<file path="src/rtl/pipeline_hazard_ctrl.sv">
`default_nettype none
// +---------------------------------------------------------------------------+
// | pipeline_hazard_ctrl: stall/flush/forwarding control for a 5-stage CPU.   |
// | Optional perf counters enabled by macro HAZ_PERF_CNT_EN.  Revision: 1.0    |
// +---------------------------------------------------------------------------+
module pipeline_hazard_ctrl #(
  parameter int REG_W      = 5,
  parameter int MC_MAX_CYC = 64,
  parameter int CNT_W      = 32
) (
  input  logic             clk,
  input  logic             reset,
  input  logic [REG_W-1:0] ifid_rs1,
  input  logic [REG_W-1:0] ifid_rs2,
  input  logic [REG_W-1:0] idex_rs1,
  input  logic [REG_W-1:0] idex_rs2,
  input  logic [REG_W-1:0] idex_rd,
  input  logic             idex_mem_read,
  input  logic [REG_W-1:0] exmem_rd,
  input  logic             exmem_wr,
  input  logic [REG_W-1:0] memwb_rd,
  input  logic             memwb_wr,
  input  logic             br_taken,
  input  logic             mc_start,
  input  logic             mc_done,
  output logic             pc_en,
  output logic             ifid_en,
  output logic             idex_en,
  output logic             exmem_en,
  output logic             memwb_en,
  output logic             ifid_flush,
  output logic             idex_flush,
  output logic             exmem_flush,
  output logic [1:0]       fwd_a,
  output logic [1:0]       fwd_b,
  output logic             mc_timeout,
  output logic [CNT_W-1:0] stall_cnt,
  output logic [CNT_W-1:0] flush_cnt
);

  localparam int              WD_W    = (MC_MAX_CYC > 1) ? $clog2(MC_MAX_CYC) : 1;
  localparam logic [WD_W-1:0] WD_LAST = WD_W'(MC_MAX_CYC - 1);

  typedef enum logic [0:0] {
    ST_RUN     = 1'b0,
    ST_MC_WAIT = 1'b1
  } state_e;

  state_e          state_q, state_d;
  logic [WD_W-1:0] wdog_q, wdog_d;
  logic            mc_timeout_q, mc_timeout_d;
  logic            wd_expire;
  logic            mcs;
  logic            lu;

  // The expiring cycle releases the EX instruction exactly as mc_done would.
  assign wd_expire = (state_q == ST_MC_WAIT) && (wdog_q == WD_LAST);
  assign mcs       = mc_start && !mc_done && !wd_expire;
  assign lu        = idex_mem_read && (idex_rd != '0) &&
                     ((idex_rd == ifid_rs1) || (idex_rd == ifid_rs2));

  always_comb begin
    fwd_a = 2'b00;
    fwd_b = 2'b00;
    if (!reset) begin
      if (exmem_wr && (exmem_rd != '0) && (exmem_rd == idex_rs1))      fwd_a = 2'b10;
      else if (memwb_wr && (memwb_rd != '0) && (memwb_rd == idex_rs1)) fwd_a = 2'b01;
      if (exmem_wr && (exmem_rd != '0) && (exmem_rd == idex_rs2))      fwd_b = 2'b10;
      else if (memwb_wr && (memwb_rd != '0) && (memwb_rd == idex_rs2)) fwd_b = 2'b01;
    end
  end

  always_comb begin
    pc_en       = 1'b1;
    ifid_en     = 1'b1;
    idex_en     = 1'b1;
    exmem_en    = 1'b1;
    memwb_en    = 1'b1;
    ifid_flush  = 1'b0;
    idex_flush  = 1'b0;
    exmem_flush = 1'b0;
    if (reset) begin
      pc_en       = 1'b0;
      ifid_en     = 1'b0;
      idex_en     = 1'b0;
      exmem_en    = 1'b0;
      memwb_en    = 1'b0;
      ifid_flush  = 1'b1;
      idex_flush  = 1'b1;
      exmem_flush = 1'b1;
    end else if (mcs) begin
      pc_en       = 1'b0;
      ifid_en     = 1'b0;
      idex_en     = 1'b0;
      exmem_flush = 1'b1;
    end else if (br_taken) begin
      ifid_flush  = 1'b1;
      idex_flush  = 1'b1;
    end else if (lu) begin
      pc_en       = 1'b0;
      ifid_en     = 1'b0;
      idex_flush  = 1'b1;
    end
  end

  always_comb begin
    state_d      = state_q;
    wdog_d       = '0;
    mc_timeout_d = mc_timeout_q;
    case (state_q)
      ST_RUN: begin
        if (mc_start && !mc_done) state_d = ST_MC_WAIT;
      end
      ST_MC_WAIT: begin
        if (mc_done) begin
          state_d = ST_RUN;
        end else if (wd_expire) begin
          state_d      = ST_RUN;
          mc_timeout_d = 1'b1;
        end else begin
          wdog_d = wdog_q + WD_W'(1);
        end
      end
      default: state_d = ST_RUN;
    endcase
  end

  always_ff @(posedge clk) begin
    if (reset) begin
      state_q      <= ST_RUN;
      wdog_q       <= '0;
      mc_timeout_q <= 1'b0;
    end else begin
      state_q      <= state_d;
      wdog_q       <= wdog_d;
      mc_timeout_q <= mc_timeout_d;
    end
  end

  assign mc_timeout = mc_timeout_q;

`ifdef HAZ_PERF_CNT_EN
  logic [CNT_W-1:0] stall_cnt_q;
  logic [CNT_W-1:0] flush_cnt_q;

  // A load-use squashed by a taken branch is not a bubble, so it is not a stall.
  always_ff @(posedge clk) begin
    if (reset) begin
      stall_cnt_q <= '0;
      flush_cnt_q <= '0;
    end else begin
      if ((mcs || (lu && !br_taken)) && (stall_cnt_q != '1))
        stall_cnt_q <= stall_cnt_q + CNT_W'(1);
      if (br_taken && !mcs && (flush_cnt_q != '1))
        flush_cnt_q <= flush_cnt_q + CNT_W'(1);
    end
  end

  assign stall_cnt = stall_cnt_q;
  assign flush_cnt = flush_cnt_q;
`else
  assign stall_cnt = '0;
  assign flush_cnt = '0;
`endif

endmodule
`default_nettype wire

</file>
<file path="config.mk">
export PLATFORM = sky130hd
export DESIGN_NAME = pipeline_hazard_ctrl
export DESIGN_NICKNAME = d
export VERILOG_FILES = /design/src/rtl/pipeline_hazard_ctrl.sv
export SDC_FILE = /design/constraint.sdc
export NUM_CORES = 1
export LEC_CHECK = 0
export CORE_ASPECT_RATIO = 0.75
export CORE_MARGIN = 2
export CORE_UTILIZATION = 33
export DETAILED_ROUTE_END_ITERATION = 6
export GPL_TIMING_DRIVEN = 0
export PLACE_DENSITY = 0.94
export SYNTH_ARGS = -nofsm -noshare
export SYNTH_HDL_FRONTEND = slang
export SYNTH_SLANG_ARGS = --single-unit
</file>
<file path="constraint.sdc">
create_clock -name clk -period 3.7 [get_ports clk]
set_input_delay 1.11 -clock clk [delete_from_list [all_inputs] [get_ports clk]]
set_output_delay 1.11 -clock clk [all_outputs]
set_load 0.02 [all_outputs]
</file>
==> qor.csv <==
metric;value;unit
start_kind;primary input;
hold_viol_final;0;
cp_max_fo;2;
row_count;19;
timing.hold.ws;0.439;ns
grt_pass1_wl;4930;um
peakVddDrop;106;uV
dr.pass1.iters;4;
maxCapViolCount;0;
fin_util;59.0;%
status;finished clean;
cts_buffer_depth;2;
antenna_found_initial;0;
die_area;4340;um^2
grt_max_degree;7;
ys_async_sr_fraction;0;%
critPathKind;primary input to output port;
max_freq;273;MHz
cp.arrival;2.55;ns
core-area;3660;um^2
routed_wl;3360;um
cp-end-kind;output port;
clock_latency;0.22;ns
vias;1249;
fillers;384;
nNetsFinal;332;
final_layout_size_suffix_gt1_share;33.2;%
drtIter0Drc;5;
postSynthAreaPerCell;7.74;um^2
synth_edf_count;0;
fin_crit;3.66;ns
worstPathRequired;2.59;ns
clkSlewWorstSetupHoldPaths;0.04;ns
grt_usage;14.8;%
hold_class;flip-flop to flip-flop;
synth_cell_types;24;
wl_met2;1820;um
syn_inst;163;
die_height;57.5;um
finalSetupViolCount;0;
layout.cells.non_filler;338;
ctsHoldBuffers;0;
top_layer;met4;
power_density;194;nW/um^2
cts_root_buffer;clkbuf_8;
synth_area;1260;um^2
wl_met1;1100;um
clock_sinks;8;
port_buffers;55;
finClkSkew;0.00180;ns
grt-ovfl-total;0;
met3_length;375;um
dpl.hpwl;3000;um
dp.cells;333;
grt_setup_unrepaired;true;
cts_buffers;3;
htreeDepth;1;
post_drt_wl_per_cell;9.93;um
ys.warnings.count;0;
leakage;1.17;nW
slew_viol_final;0;
viasPerCell;3.70;
grt_pass1_vias;1114;
ant_nets;0;
area_growth;71.1;%
gp_congestion;0.749;
antenna_cells;0;
synth.ff_latch_count;8;
ys.flop_type;dfxtp_1;
start_util;34.4;%
period_share;98.9;%
die_x;75.4;um
cts_tree;built;
synth-seq-area-share;12.7;%
power;0.418;mW
boundaryPins;120;
drc;0;
cell usage in the layout (no fill, tap or decap), types with 2 or more instances in the layout:
| cell type | n |
|---|---|
| buf_2 | 4 |
| buf_4 | 70 |
| clkbuf_2 | 5 |
| clkbuf_8 | 3 |
| clkdlybuf4s50_1 | 18 |
| conb_1 | 64 |
| dfxtp_1 | 8 |
| dlygate4sd2_1 | 19 |
| dlymetal6s2s_1 | 5 |
| inv_1 | 2 |
| nand2_1 | 6 |
| nand3_1 | 5 |
| nor2_1 | 13 |
| nor2b_1 | 2 |
| nor3_1 | 3 |
| nor3_2 | 2 |
| nor4_1 | 2 |
| nor4_2 | 2 |
| or4_1 | 2 |
| or4_4 | 3 |
| xnor2_1 | 12 |
| xor2_1 | 22 |
sequential cells by signal, summed over array words and instances (netlist names):
signal	cells
wdog_q	6
state_q	1
mc_timeout	1
layout make-up:
cell class              instances  area, um^2  area share (%)
repair buffers                 57         505            23.4
flip-flops and latches          8         160            7.42
clock buffers                   3        41.3            1.91
multi-input cells             149         878            40.7
well taps                      52        65.1            3.01
plain buffers                  66         495            23.0
inverters                       3        12.5           0.580
per-layer routing:
metal / global-route usage, % / vias up
met5: 0 / -
met4: 5.76 / 0
met3: 4.95 / 6
met2: 28.1 / 61
met1: 14.4 / 531
li1: - / 651
stage by stage:
stage               worst slack (ns)  setup TNS [ns]  area (um^2)
floorplan                      0.176               0         1500
finish                        0.0414               0         2160
CTS                         0.000338               0         2170
detailed placement            -0.877           -4.97         2110
global placement              -0.787           -4.59         2110
global route                 -0.0102         -0.0102         2160
cell usage after synthesis, types with 2 or more instances:
cell	number	area (um^2)
nand2_1	6	22.5
nor2b_1	2	12.5
xor2_1	22	193
inv_1	2	7.51
or4_1	5	37.5
nor4_1	3	18.8
nor3_1	5	25.0
nor4_2	2	25.0
dfxtp_1	8	160
nor2_1	13	48.8
o21ai_0	2	10.0
buf_4	66	495
xnor2_1	12	105
nand3_1	5	25.0
timing repair:
item	4_1_cts	5_1_grt
gates resized for setup	68	22
setup endpoints to repair	11	7
buffers inserted	2	0
pin swaps	8	7
hold endpoints to repair	0	0
path summary, 6_finish.rpt:
check	start	to	slack, ns	cells after the start
max reg2reg	wdog_q[0]$_SDFF_PP0_	wdog_q[5]$_SDFF_PP0_	2.42	5
min reg2reg	wdog_q[0]$_SDFF_PP0_	wdog_q[0]$_SDFF_PP0_	0.44	1
min	wdog_q[0]$_SDFF_PP0_	wdog_q[0]$_SDFF_PP0_	0.44	1
max	idex_rs2[4]	fwd_b[0]	0.04	5
critical path, stage by stage:
cell	delay, ns
dlygate4sd2_1	0.27
xor2_1	0.15
or4_4	0.54
nor4_4	0.29
buf_4	0.18
where the power goes:
group          switching [mW]  internal [mW]  leakage, nW
combinational           0.122          0.108         1.08
clock                  0.0302         0.0701       0.0216
sequential           0.000593         0.0875       0.0646
total                   0.153          0.265         1.17
logic make-up after synthesis:
kind of cell	after synthesis	share of synthesized area, %
fa+ha+maj	1	0.992
xor+xnor	34	23.6
other cells	1	0.297
compound gates	7	4.17
buf+inv	69	40.2
flops	8	12.7
simple gates	43	18.1
Power figures use the tool's default switching activity.
